--- src/rtl/microaddr_types.sv ---
// Shared sequencing types between the microcode issue stage and the micro-address counter.
package microaddr_types;

  localparam int UADDR_W = 10;

  typedef logic [UADDR_W-1:0] uaddr;

  // 3-bit encoding leaves room for counter-defined commands beyond the named ones.
  typedef enum logic [2:0] {
    NONE   = 3'd0,
    INC    = 3'd1,
    LOAD   = 3'd2,
    LOADNE = 3'd3,
    CALL   = 3'd4,
    RET    = 3'd5
  } cmd;

endpackage

--- src/rtl/microword_types.sv ---
// Microword layout as read from the microcode ROM.
package microword_types;

  localparam int CTRL_W_DEF = 16;

  typedef enum logic [1:0] {
    MEM_NONE = 2'd0,
    MEM_RD   = 2'd1,
    MEM_WR   = 2'd2
  } mem_op;

  typedef struct packed {
    microaddr_types::cmd   seq;
    microaddr_types::uaddr target;
    mem_op                 mem;
    logic                  flag_en;
    logic [CTRL_W_DEF-1:0] ctrl;
  } word;

  localparam int WORD_W = $bits(word);

endpackage

--- src/rtl/microword_issue.sv ---
// Issues one microword per completing cycle: stretches memory ops until mem_ack, gates strobes,
// keeps the Z flag and vectors to a fault routine when memory fails to answer in time.
module microword_issue
  import microword_types::*;
#(
  parameter int          CTRL_W    = CTRL_W_DEF,
  parameter int          TIMEOUT   = 64,
  parameter int unsigned FAULT_VEC = 'h0F0
) (
  input  logic                  clk,
  input  logic                  reset,
  input  word                   uword,
  input  logic                  alu_zero,
  input  logic                  mem_ack,
  output microaddr_types::cmd   cmd,
  output microaddr_types::uaddr load_addr,
  output logic                  zflag,
  output logic [CTRL_W-1:0]     ctrl,
  output logic                  mem_req,
  output logic                  mem_write,
  output logic                  fault
);

  localparam int CNT_W = $clog2(TIMEOUT);

  typedef enum logic {
    S_EXEC = 1'b0,
    S_WAIT = 1'b1
  } state_t;

  state_t           state, state_nxt;
  logic [CNT_W-1:0] wait_cnt, cnt_nxt;
  logic             zflag_q, zflag_nxt;
  logic             fault_q, fault_nxt;
  logic             is_mem, complete, timeout;

  always_ff @(posedge clk) begin
    if (reset) begin
      state    <= S_EXEC;
      wait_cnt <= '0;
      zflag_q  <= 1'b0;
      fault_q  <= 1'b0;
    end else begin
      state    <= state_nxt;
      wait_cnt <= cnt_nxt;
      zflag_q  <= zflag_nxt;
      fault_q  <= fault_nxt;
    end
  end

  always_comb begin
    state_nxt = state;
    cnt_nxt   = wait_cnt;
    zflag_nxt = zflag_q;
    fault_nxt = fault_q;
    cmd       = microaddr_types::NONE;
    load_addr = '0;
    ctrl      = '0;
    mem_req   = 1'b0;
    mem_write = 1'b0;

    is_mem   = (uword.mem != MEM_NONE);
    // A late ack on the last allowed cycle still counts as completion.
    complete = is_mem ? mem_ack : (state == S_EXEC);
    timeout  = (state == S_WAIT) && !complete && (wait_cnt == CNT_W'(TIMEOUT - 1));

    if (!reset) begin
      if (complete) begin
        cmd       = uword.seq;
        load_addr = uword.target;
        ctrl      = CTRL_W'(uword.ctrl);
        if (uword.flag_en) zflag_nxt = alu_zero;
        state_nxt = S_EXEC;
        cnt_nxt   = '0;
      end else if (timeout) begin
        cmd       = microaddr_types::LOAD;
        load_addr = microaddr_types::uaddr'(FAULT_VEC);
        fault_nxt = 1'b1;
        state_nxt = S_EXEC;
        cnt_nxt   = '0;
      end else if (state == S_EXEC) begin
        state_nxt = S_WAIT;
        cnt_nxt   = CNT_W'(1);
      end else begin
        cnt_nxt   = wait_cnt + CNT_W'(1);
      end

      mem_req   = (is_mem || state == S_WAIT) && !timeout;
      mem_write = mem_req && (uword.mem == MEM_WR);
    end
  end

  assign zflag = zflag_q;
  assign fault = fault_q;

endmodule

--- config.mk ---
export PLATFORM = sky130hd
export DESIGN_NAME = microword_issue
export DESIGN_NICKNAME = d
export VERILOG_FILES = /design/src/rtl/microaddr_types.sv /design/src/rtl/microword_types.sv /design/src/rtl/microword_issue.sv
export SDC_FILE = /design/constraint.sdc
export NUM_CORES = 1
export LEC_CHECK = 0
export CAP_MARGIN = 20
export CORE_MARGIN = 4
export CORE_UTILIZATION = 27
export CTS_CLUSTER_DIAMETER = 100
export CTS_CLUSTER_SIZE = 24
export DETAILED_ROUTE_END_ITERATION = 10
export HOLD_SLACK_MARGIN = 0.12
export PLACE_DENSITY = 0.82
export SLEW_MARGIN = 20
export SYNTH_ARGS = -nofsm -noshare
export SYNTH_HDL_FRONTEND = slang
export SYNTH_SLANG_ARGS = --single-unit
export TNS_END_PERCENT = 20
--- constraint.sdc ---
create_clock -name clk -period 3.67 [get_ports clk]
set_clock_uncertainty 0.2 [all_clocks]
set_input_delay 1.101 -clock clk [delete_from_list [all_inputs] [get_ports clk]]
set_output_delay 1.101 -clock clk [all_outputs]
set_load 0.02 [all_outputs]
==> impl_metrics.env, run 1 <==
export IMPL_synth_area_leaders="dfxtp_1, and2_1, o21ai_0, a21oi_1, nor4_1"
export IMPL_crit_type="input pin to primary output"
export IMPL_n_antenna_cell=0
export IMPL_grt_remaining_overflow=0
export IMPL_cp_start_kind="input pin"
export IMPL_regToRegEndpoint="fault$_SDFFE_PP0P_"
export IMPL_yosys_register_bits=9
export IMPL_gp_congestion=0.741
export IMPL_synthTopCellsByCount="and2_1, dfxtp_1, o21ai_0, a21oi_1"
export IMPL_htreeDepth=1
export IMPL_grt_usage=0.180
export IMPL_final_setup_tns_ns=0
export IMPL_grt_pass1_vias=951
export IMPL_met3_length_um=419
export IMPL_final_nets=194
export IMPL_antenna_found_initial=0
export IMPL_critPathMaxFanout=8
export IMPL_synth_most_common_cell="and2_1"
export IMPL_drive_above_1_share=0.295
export IMPL_finish_utilization=0.647
export IMPL_synth_warning_count=0
export IMPL_ant_nets=0
export IMPL_drt_vias_per_instance=4.85
export IMPL_power_density_nw_per_um2=216
export IMPL_num_rows=17
export IMPL_drt_iter0_markers=18
export IMPL_cellLeakagePower_nw=0.548
export IMPL_root_buffer="clkbuf_4"
export IMPL_hp_class="flop to flop"
export IMPL_syn_area_per_cell_um2=7.75
export IMPL_rr_worst_depth=4
export IMPL_wl_met2_um=1430
export IMPL_die_width_um=56.5
export IMPL_setup_violations=0
export IMPL_ys_types=27
export IMPL_ios=69
export IMPL_rrSetupSlack_ns=1.90
export IMPL_netlist_area_um2=636
export IMPL_clk_latency_ns=0.26
export IMPL_io_buffer_count=68
export IMPL_yosysTopAreaCell="dfxtp_1"
export IMPL_dr_pass1_iters=4
export IMPL_routedWlPerCell_um=15.0
export IMPL_max_freq_mhz=275
export IMPL_cts_hold_fix_buffers=0
export IMPL_die_h_um=56.5
export IMPL_rsz0062_at_grt="no"
export IMPL_cts_sinks=9
export IMPL_crit_path_end_kind="primary output"
export IMPL_synthArstFlopShare=0
export IMPL_clk_pin_slew_ns=0.06
export IMPL_power_uw=312
export IMPL_route_detailed_drc=0
export IMPL_drt_total_wl_um=2750
export IMPL_worst_pin_slew_ns=0.414
export IMPL_area_growth_pct=127
export IMPL_dpl_cell_count=176
export IMPL_die_area_um2=3190
export IMPL_ir_drop_v=0.000132
export IMPL_highest_layer="met4"
export IMPL_grt_start_max_net_pins=14
export IMPL_layout_setup_ws_ns=0.0375
export IMPL_pre_cts_ws_ns=-0.888
export IMPL_final_hold_viol_count=0
export IMPL_initial_utilization=0.285
export IMPL_synth_fp_nets=119
export IMPL_synth_top_area_frac=0.283
export IMPL_dpl_hpwl_um=2120
export IMPL_vias=893
export IMPL_worstPathRequired_ns=2.37
export IMPL_syn_inst=82
export IMPL_endpoint="load_addr[5]"
export IMPL_ys_seq_area_frac=0.283
export IMPL_grt_pass1_wl_um=4370
export IMPL_synth_ff_type="dfxtp_1"
export IMPL_fin_crit_ns=3.63
export IMPL_arrival_ns=2.33
export IMPL_cts_made_buffers=3
export IMPL_core_region_area_um2=2230
export IMPL_clockBufferDepth=2
export IMPL_drv_cap=0
export IMPL_tritoncts="yes"
export IMPL_status="finished, final reports clean"
export IMPL_startpoint="uword[17]"
export IMPL_max_slew_margin=0.723
export IMPL_synth_edf_count=0
export IMPL_wl_met1_um=879
export IMPL_slew_violations=0
export IMPL_fin_cells=184
export IMPL_r2r_start="wait_cnt[0]$_SDFF_PP0_"
export IMPL_fin_crit_sh=0.990
[state kept, by name, indices dropped and copies added, names as in the netlist]
register / count
wait_cnt: 6
fault: 1
state: 1
zflag: 1
[metrics by stage]
| step | area, um2 | hold WS, ns |
|---|---|---|
| floorplan | 636 | 0.278 |
| global route | 1450 | 0.311 |
| detailed placement | 1350 | 0.244 |
| finish | 1450 | 0.249 |
| CTS | 1440 | 0.254 |
| global placement | 1350 | 0.232 |
[routing by layer]
| metal | up-vias | track usage |
|---|---|---|
| li1 | 442 | - |
| met1 | 396 | 0.155 |
| met2 | 51 | 0.314 |
| met3 | 4 | 0.133 |
| met4 | 0 | 0.0712 |
| met5 | - | 0 |
[power by group]
part,internal [mW],switching [mW]
Clock,0.0420,0.0368
Sequential,0.100,0.00236
Combinational,0.0747,0.0558
[cell families (layout without fill, tap and decap cells)]
family | count (synthesis) | count (layout) | share of synthesized area
compound gates | 17 | 20 | 0.159
xor+xnor | 3 | 3 | 0.0413
fa+ha+maj | 1 | 1 | 0.0197
buf+inv | 7 | 78 | 0.0453
flops | 9 | 9 | 0.283
mux | 1 | 1 | 0.0157
simple gates | 44 | 44 | 0.435
[cell type report]
class | count | area, um2
timing repair buffer | 72 | 711
clock buffer | 4 | 26.3
multi-input combinational | 69 | 485
sequential | 9 | 180
fill | 200 | 788
tap | 28 | 35.0
inverter | 2 | 7.51
[how the worst min path moves through the flow]
stage                                start                     end  slack [ns]  cells past startpoint
floorplan           wait_cnt[5]$_SDFF_PP0_  wait_cnt[5]$_SDFF_PP0_        0.28                      2
finish                  fault$_SDFFE_PP0P_      fault$_SDFFE_PP0P_        0.25                      2
global placement        fault$_SDFFE_PP0P_      fault$_SDFFE_PP0P_        0.23                      2
CTS                     fault$_SDFFE_PP0P_      fault$_SDFFE_PP0P_        0.25                      2
global route            fault$_SDFFE_PP0P_      fault$_SDFFE_PP0P_        0.31                      2
detailed placement      fault$_SDFFE_PP0P_      fault$_SDFFE_PP0P_        0.24                      2
[placed cells by master, fill, tap and decap left out, types with 2 or more instances in the layout]
cell type        instances
dfxtp_1                  9
nor4_1                   4
xor2_1                   2
clkbuf_4                 3
nand2b_1                 3
buf_6                    3
buf_4                    5
clkdlybuf4s50_1         34
clkdlybuf4s15_2         23
and2_1                  24
o21ba_4                  4
nand3_1                  4
a21oi_1                  6
inv_1                    2
buf_2                    6
o21ai_0                  7
[worst max-delay path: stages]
cell and delay (ns):
buf_2 0.12, o21a_1 0.18, or4_4 0.57, a21oi_1 0.20, buf_4 0.17
[timing repair]
item                                    4_1_cts  5_1_grt
cloned                                        3        0
resized for setup                           117        7
pin swaps                                     5        3
endpoints found under the setup margin       31       29
buffers inserted                              0        1
Power figures use the tool's default switching activity.
==> run 2: changes to the inputs <==
- CAP_MARGIN: 20 -> 5
- GPL_TIMING_DRIVEN: unset -> 0
==> run 2 against run 1 <==
Maximum frequency is essentially flat. Worst hold slack lost 0.0016 ns. Sequential power is essentially flat. Cell count is the same. Clock-buffer cell count is the same. First-iteration DRC count shrank 39%. Critical path depth grew 1. Global-route usage shrank 1.4 points. Die area is the same. Critical endpoint is now mem_write. Largest cell class unchanged.
==> impl_metrics.env, run 2 (synthesis gave the netlist of run 1 again) <==
export IMPL_status="finished, final reports clean"
export IMPL_die_area_um2=3190
export IMPL_layout_common_cells="clkdlybuf4s50_1, and2_1, clkdlybuf4s15_2, buf_2, dfxtp_1"
export IMPL_io_buffer_count=68
export IMPL_cellLeakagePower_nw=0.575
export IMPL_worst_pin_slew_ns=0.450
export IMPL_power_density_nw_per_um2=222
export IMPL_n_fill_cell=210
export IMPL_crit_type="input pin to primary output"
export IMPL_clkPwrFrac=0.260
export IMPL_pwr_share_seq=0.333
export IMPL_grt_usage=0.167
export IMPL_clk_pin_slew_ns=0.07
export IMPL_route_detailed_drc=0
export IMPL_seq_area_um2=180
export IMPL_final_setup_tns_ns=0
export IMPL_intPower_uw=213
export IMPL_core_region_area_um2=2230
export IMPL_clk_latency_ns=0.26
export IMPL_cts_made_buffers=3
export IMPL_p_comb_frac=0.406
export IMPL_grt_remaining_overflow=0
export IMPL_htreeDepth=1
export IMPL_fin_crit_ns=3.63
export IMPL_grt_pass1_wl_um=4110
export IMPL_rsz0062_at_grt="yes"
export IMPL_worstPathRequired_ns=2.37
export IMPL_clockBufferDepth=2
export IMPL_final_hold_viol_count=0
export IMPL_initial_utilization=0.285
export IMPL_drt_vias_per_instance=4.81
export IMPL_num_rows=17
export IMPL_die_width_um=56.5
export IMPL_vias=885
export IMPL_cts_sinks=9
export IMPL_largest_register="wait_cnt"
export IMPL_ir_drop_v=0.000128
export IMPL_fin_crit_sh=0.989
export IMPL_drt_iter0_markers=11
export IMPL_ant_nets=0
export IMPL_final_nets=194
export IMPL_max_slew_margin=0.700
export IMPL_grt_pass1_vias=942
export IMPL_rr_worst_depth=4
export IMPL_setup_violations=0
export IMPL_p_switching_uw=95.6
export IMPL_hp_class="flop to flop"
export IMPL_dr_pass1_iters=4
export IMPL_routedWlPerCell_um=14.3
export IMPL_layout_setup_ws_ns=0.0402
export IMPL_root_buffer="clkbuf_4"
export IMPL_swShare=0.309
export IMPL_drt_total_wl_um=2630
export IMPL_critPathMaxFanout=9
export IMPL_grt_start_max_net_pins=11
export IMPL_crit_path_end_kind="primary output"
export IMPL_ios=69
export IMPL_cts_hold_fix_buffers=0
export IMPL_drv_cap=0
export IMPL_final_common_cell="clkdlybuf4s50_1"
export IMPL_largest_reg_flops=6
export IMPL_slew_violations=0
export IMPL_antenna_found_initial=0
export IMPL_n_antenna_cell=0
export IMPL_die_h_um=56.5
export IMPL_holdPathStages=2
export IMPL_max_freq_mhz=275
export IMPL_area_growth_pct=119
export IMPL_cp_start_kind="input pin"
export IMPL_dpl_hpwl_um=2170
export IMPL_multiInputGateArea_um2=454
export IMPL_arrival_ns=2.33
export IMPL_rrSetupSlack_ns=1.93
export IMPL_tritoncts="yes"
export IMPL_pre_cts_ws_ns=-0.984
export IMPL_gp_congestion=0.819
export IMPL_drive_above_1_share=0.276
==> run 2: area by class of cell <==
type                    count  share of cell area
repair buffers             71               0.478
multi-input cells          66               0.326
flip-flops and latches      9               0.129
well taps                  28              0.0252
clock buffers               4              0.0189
plain buffers               4              0.0171
inverters                   2             0.00539
==> run 2: power by group through the flow <==
stage          Combinational (mW)  Clock (mW)  Sequential [mW]
3_3_place_gp                0.125           0            0.105
3_5_place_dp                0.127           0            0.105
5_1_grt                     0.135      0.0838            0.103
2_1_floorplan              0.0495           0            0.105
6_report                    0.125      0.0804            0.103
4_1_cts                     0.125      0.0796            0.103
==> run 2: path summary, 6_finish.rpt <==
path,startpoint,to
setup / recovery,uword[17],mem_write
hold / removal,fault$_SDFFE_PP0P_,fault$_SDFFE_PP0P_
setup reg to reg,wait_cnt[0]$_SDFF_PP0_,fault$_SDFFE_PP0P_
hold reg to reg,fault$_SDFFE_PP0P_,fault$_SDFFE_PP0P_
==> run 2: layer usage <==
layer,global-route usage,wire length (um)
met4,0.0508,20
met1,0.150,862
met3,0.124,430
met5,0,0
met2,0.289,1320
==> run 2: timing repair <==
| action | CTS | global route |
|---|---|---|
| endpoints found under the setup margin | 31 | 7 |
| gates resized for setup | 132 | 4 |
| pin swaps | 2 | 0 |
| buffers inserted | 3 | 0 |
==> run 2: stage by stage <==
| stage | util | cell area [um2] | total power [mW] | hold WS (ns) | std cells |
|---|---|---|---|---|---|
| 5_1_grt | 0.624 | 1390 | 0.323 | 0.287 | 184 |
| 3_5_place_dp | 0.605 | 1350 | 0.232 | 0.239 | 178 |
| 6_report | 0.624 | 1390 | 0.309 | 0.247 | 184 |
| 3_3_place_gp | 0.605 | 1350 | 0.229 | 0.232 | 178 |
| 2_1_floorplan | - | 636 | 0.154 | 0.278 | 82 |
| 4_1_cts | 0.622 | 1390 | 0.307 | 0.250 | 185 |
==> run 2: worst max-delay path, stage by stage <==
cell and delay [ns]:
buf_8 0.08, nor3_4 0.04, buf_6 0.14, or4_4 0.59
and4bb_1 0.23, buf_6 0.13
==> run 3: changes to the inputs <==
- SKIP_LAST_GASP: unset -> 1
==> run 3 against run 2 <==
The run now ends with setup timing left. Die area is the same. Register-to-register slack lost 0.04 ns. Utilization grew 0.78 points. Cell count grew 0.54%. Cell area grew 1.3%. First-iteration DRC count grew 64%. Sequential power is essentially flat. Clock power shrank 0.7%. Power shrank 0.29%.
==> impl_metrics.env, run 3 (synthesis gave the netlist of run 1 again) <==
export IMPL_clk_pin_slew_ns=0.07
export IMPL_highest_layer="met4"
export IMPL_rr_worst_depth=5
export IMPL_arrival_ns=2.47
export IMPL_layout_setup_ws_ns=-0.102
export IMPL_regToRegEndpoint="fault$_SDFFE_PP0P_"
export IMPL_startpoint="mem_ack"
export IMPL_root_buffer="clkbuf_4"
export IMPL_io_buffer_count=68
export IMPL_cpPeakStageDelay_ns=0.51
export IMPL_cts_hold_fix_buffers=0
export IMPL_tritoncts="yes"
export IMPL_setup_violations=7
export IMPL_hp_class="flop to flop"
export IMPL_route_detailed_drc=0
export IMPL_cpLargestDelayFamily="buffers and inverters"
export IMPL_crit_path_end_kind="primary output"
export IMPL_final_setup_tns_ns=-0.443
export IMPL_ant_nets=0
export IMPL_endpoint="load_addr[6]"
export IMPL_largest_reg_flops=6
export IMPL_largest_register="wait_cnt"
export IMPL_wl_met2_um=1350
export IMPL_fin_crit_ns=3.77
export IMPL_max_slew_margin=0.713
export IMPL_num_rows=17
export IMPL_clockBufferDepth=2
export IMPL_max_freq_mhz=265
export IMPL_rsz0062_at_grt="yes"
export IMPL_dr_pass1_iters=4
export IMPL_fin_crit_sh=1.03
export IMPL_fin_cells=185
export IMPL_status="finished with violations"
export IMPL_met3_length_um=431
export IMPL_cpMaxStageDelayCell="or4_4"
export IMPL_grt_remaining_overflow=0
export IMPL_initial_utilization=0.285
export IMPL_die_area_um2=3190
export IMPL_slew_violations=0
export IMPL_critPathMaxFanout=8
export IMPL_ios=69
export IMPL_r2r_start="wait_cnt[0]$_SDFF_PP0_"
export IMPL_rrSetupSlack_ns=1.89
export IMPL_ir_drop_v=0.000130
export IMPL_core_region_area_um2=2230
export IMPL_n_antenna_cell=0
export IMPL_wl_met1_um=865
export IMPL_worstPathRequired_ns=2.37
export IMPL_dpl_cell_count=178
export IMPL_routedWlPerCell_um=14.4
export IMPL_pre_cts_ws_ns=-0.984
export IMPL_worstPathCellList="dlygate4sd2_1, o21a_4, or4_4, buf_6, a21oi_1, buf_4"
export IMPL_worst_pin_slew_ns=0.428
export IMPL_seq_area_um2=180
export IMPL_multiInputGateArea_um2=454
export IMPL_grt_start_max_net_pins=11
export IMPL_htreeDepth=1
export IMPL_drt_total_wl_um=2660
export IMPL_cts_made_buffers=3
export IMPL_area_growth_pct=122
export IMPL_cellLeakagePower_nw=0.583
export IMPL_cp_start_kind="input pin"
export IMPL_drive_above_1_share=0.287
export IMPL_vias=885
export IMPL_final_nets=195
export IMPL_placed_cell_area_um2=1350
export IMPL_grt_usage=0.167
export IMPL_final_hold_viol_count=0
export IMPL_final_area_um2=1410
export IMPL_drt_vias_per_instance=4.78
export IMPL_final_common_cell="clkdlybuf4s50_1"
export IMPL_dpl_hpwl_um=2170
export IMPL_gp_congestion=0.819
export IMPL_n_fill_cell=205
export IMPL_antenna_found_initial=0
export IMPL_layout_common_cells="clkdlybuf4s50_1, and2_1, clkdlybuf4s15_2, buf_2, dfxtp_1"
export IMPL_grt_pass1_wl_um=4130
export IMPL_power_density_nw_per_um2=218
export IMPL_die_width_um=56.5
export IMPL_crit_buf_inv=3
export IMPL_violations="setup timing"
export IMPL_clk_latency_ns=0.26
export IMPL_drt_iter0_markers=18
export IMPL_grt_pass1_vias=946
export IMPL_cp_depth=6
export IMPL_cts_sinks=9
export IMPL_drv_cap=0
export IMPL_crit_type="input pin to primary output"
export IMPL_die_h_um=56.5
## run 3: cell types whose count changed in the layout (fill, tap and decap cells not counted)
cell / delta
buf_2: -2
buf_6: +1
buf_8: -2
clkbuf_1: -1
clkbuf_2: +1
clkbuf_4: +1
clkdlybuf4s15_2: +3
dlygate4sd2_1: -1
dlymetal6s2s_1: +1
## run 3: worst register-to-register path, delay by kind of cell (launching register included)
kind                     cells  cell delay, ns
AO/OA/AOI/OAI                1            0.12
flip-flops                   1            0.38
AND/OR/NAND/NOR              2            0.66
adder cells (fa/ha/maj)      1            0.21
buffers and inverters        1            0.15
## run 3: layout make-up
class	count	share of cell area
plain buffers	5	0.0257
clock buffers	4	0.0186
inverters	2	0.00532
multi-input cells	66	0.322
flip-flops and latches	9	0.128
well taps	28	0.0248
repair buffers	71	0.476
## run 3: timing repair
action                     4_1_cts  5_1_grt
resized for setup              121       10
setup endpoints to repair       31       30
setup buffers                    3        0
pin swaps                        1        0
hold endpoints to repair         0        0
## run 3: worst min-delay path by stage
stage | cells past startpoint | slack, ns | endpoint | from
CTS | 2 | 0.25 | fault$_SDFFE_PP0P_ | fault$_SDFFE_PP0P_
floorplan | 2 | 0.28 | wait_cnt[5]$_SDFF_PP0_ | wait_cnt[5]$_SDFF_PP0_
detailed placement | 2 | 0.24 | fault$_SDFFE_PP0P_ | fault$_SDFFE_PP0P_
global placement | 2 | 0.23 | fault$_SDFFE_PP0P_ | fault$_SDFFE_PP0P_
global route | 2 | 0.29 | fault$_SDFFE_PP0P_ | fault$_SDFFE_PP0P_
finish | 2 | 0.25 | fault$_SDFFE_PP0P_ | fault$_SDFFE_PP0P_
## run 3: routing by layer
metal | global-route usage | vias to the layer above
met4 | 0.0508 | 0
met5 | 0 | -
li1 | - | 436
met2 | 0.292 | 49
met3 | 0.124 | 2
met1 | 0.149 | 398
## run 3: per-stage QoR
step                       util  total power, mW  hold slack [ns]
after CTS                 0.622            0.306            0.250
after global placement    0.605            0.229            0.232
after detailed placement  0.605            0.232            0.239
final                     0.631            0.308            0.247
after floorplan               -            0.154            0.278
after global routing      0.631            0.322            0.287
## run 3: power breakdown
| group | internal (mW) | total [mW] | switching, mW |
|---|---|---|---|
| Sequential | 0.100 | 0.103 | 0.00281 |
| Clock | 0.0420 | 0.0798 | 0.0378 |
| Combinational | 0.0707 | 0.125 | 0.0545 |
| Total | 0.213 | 0.308 | 0.0951 |
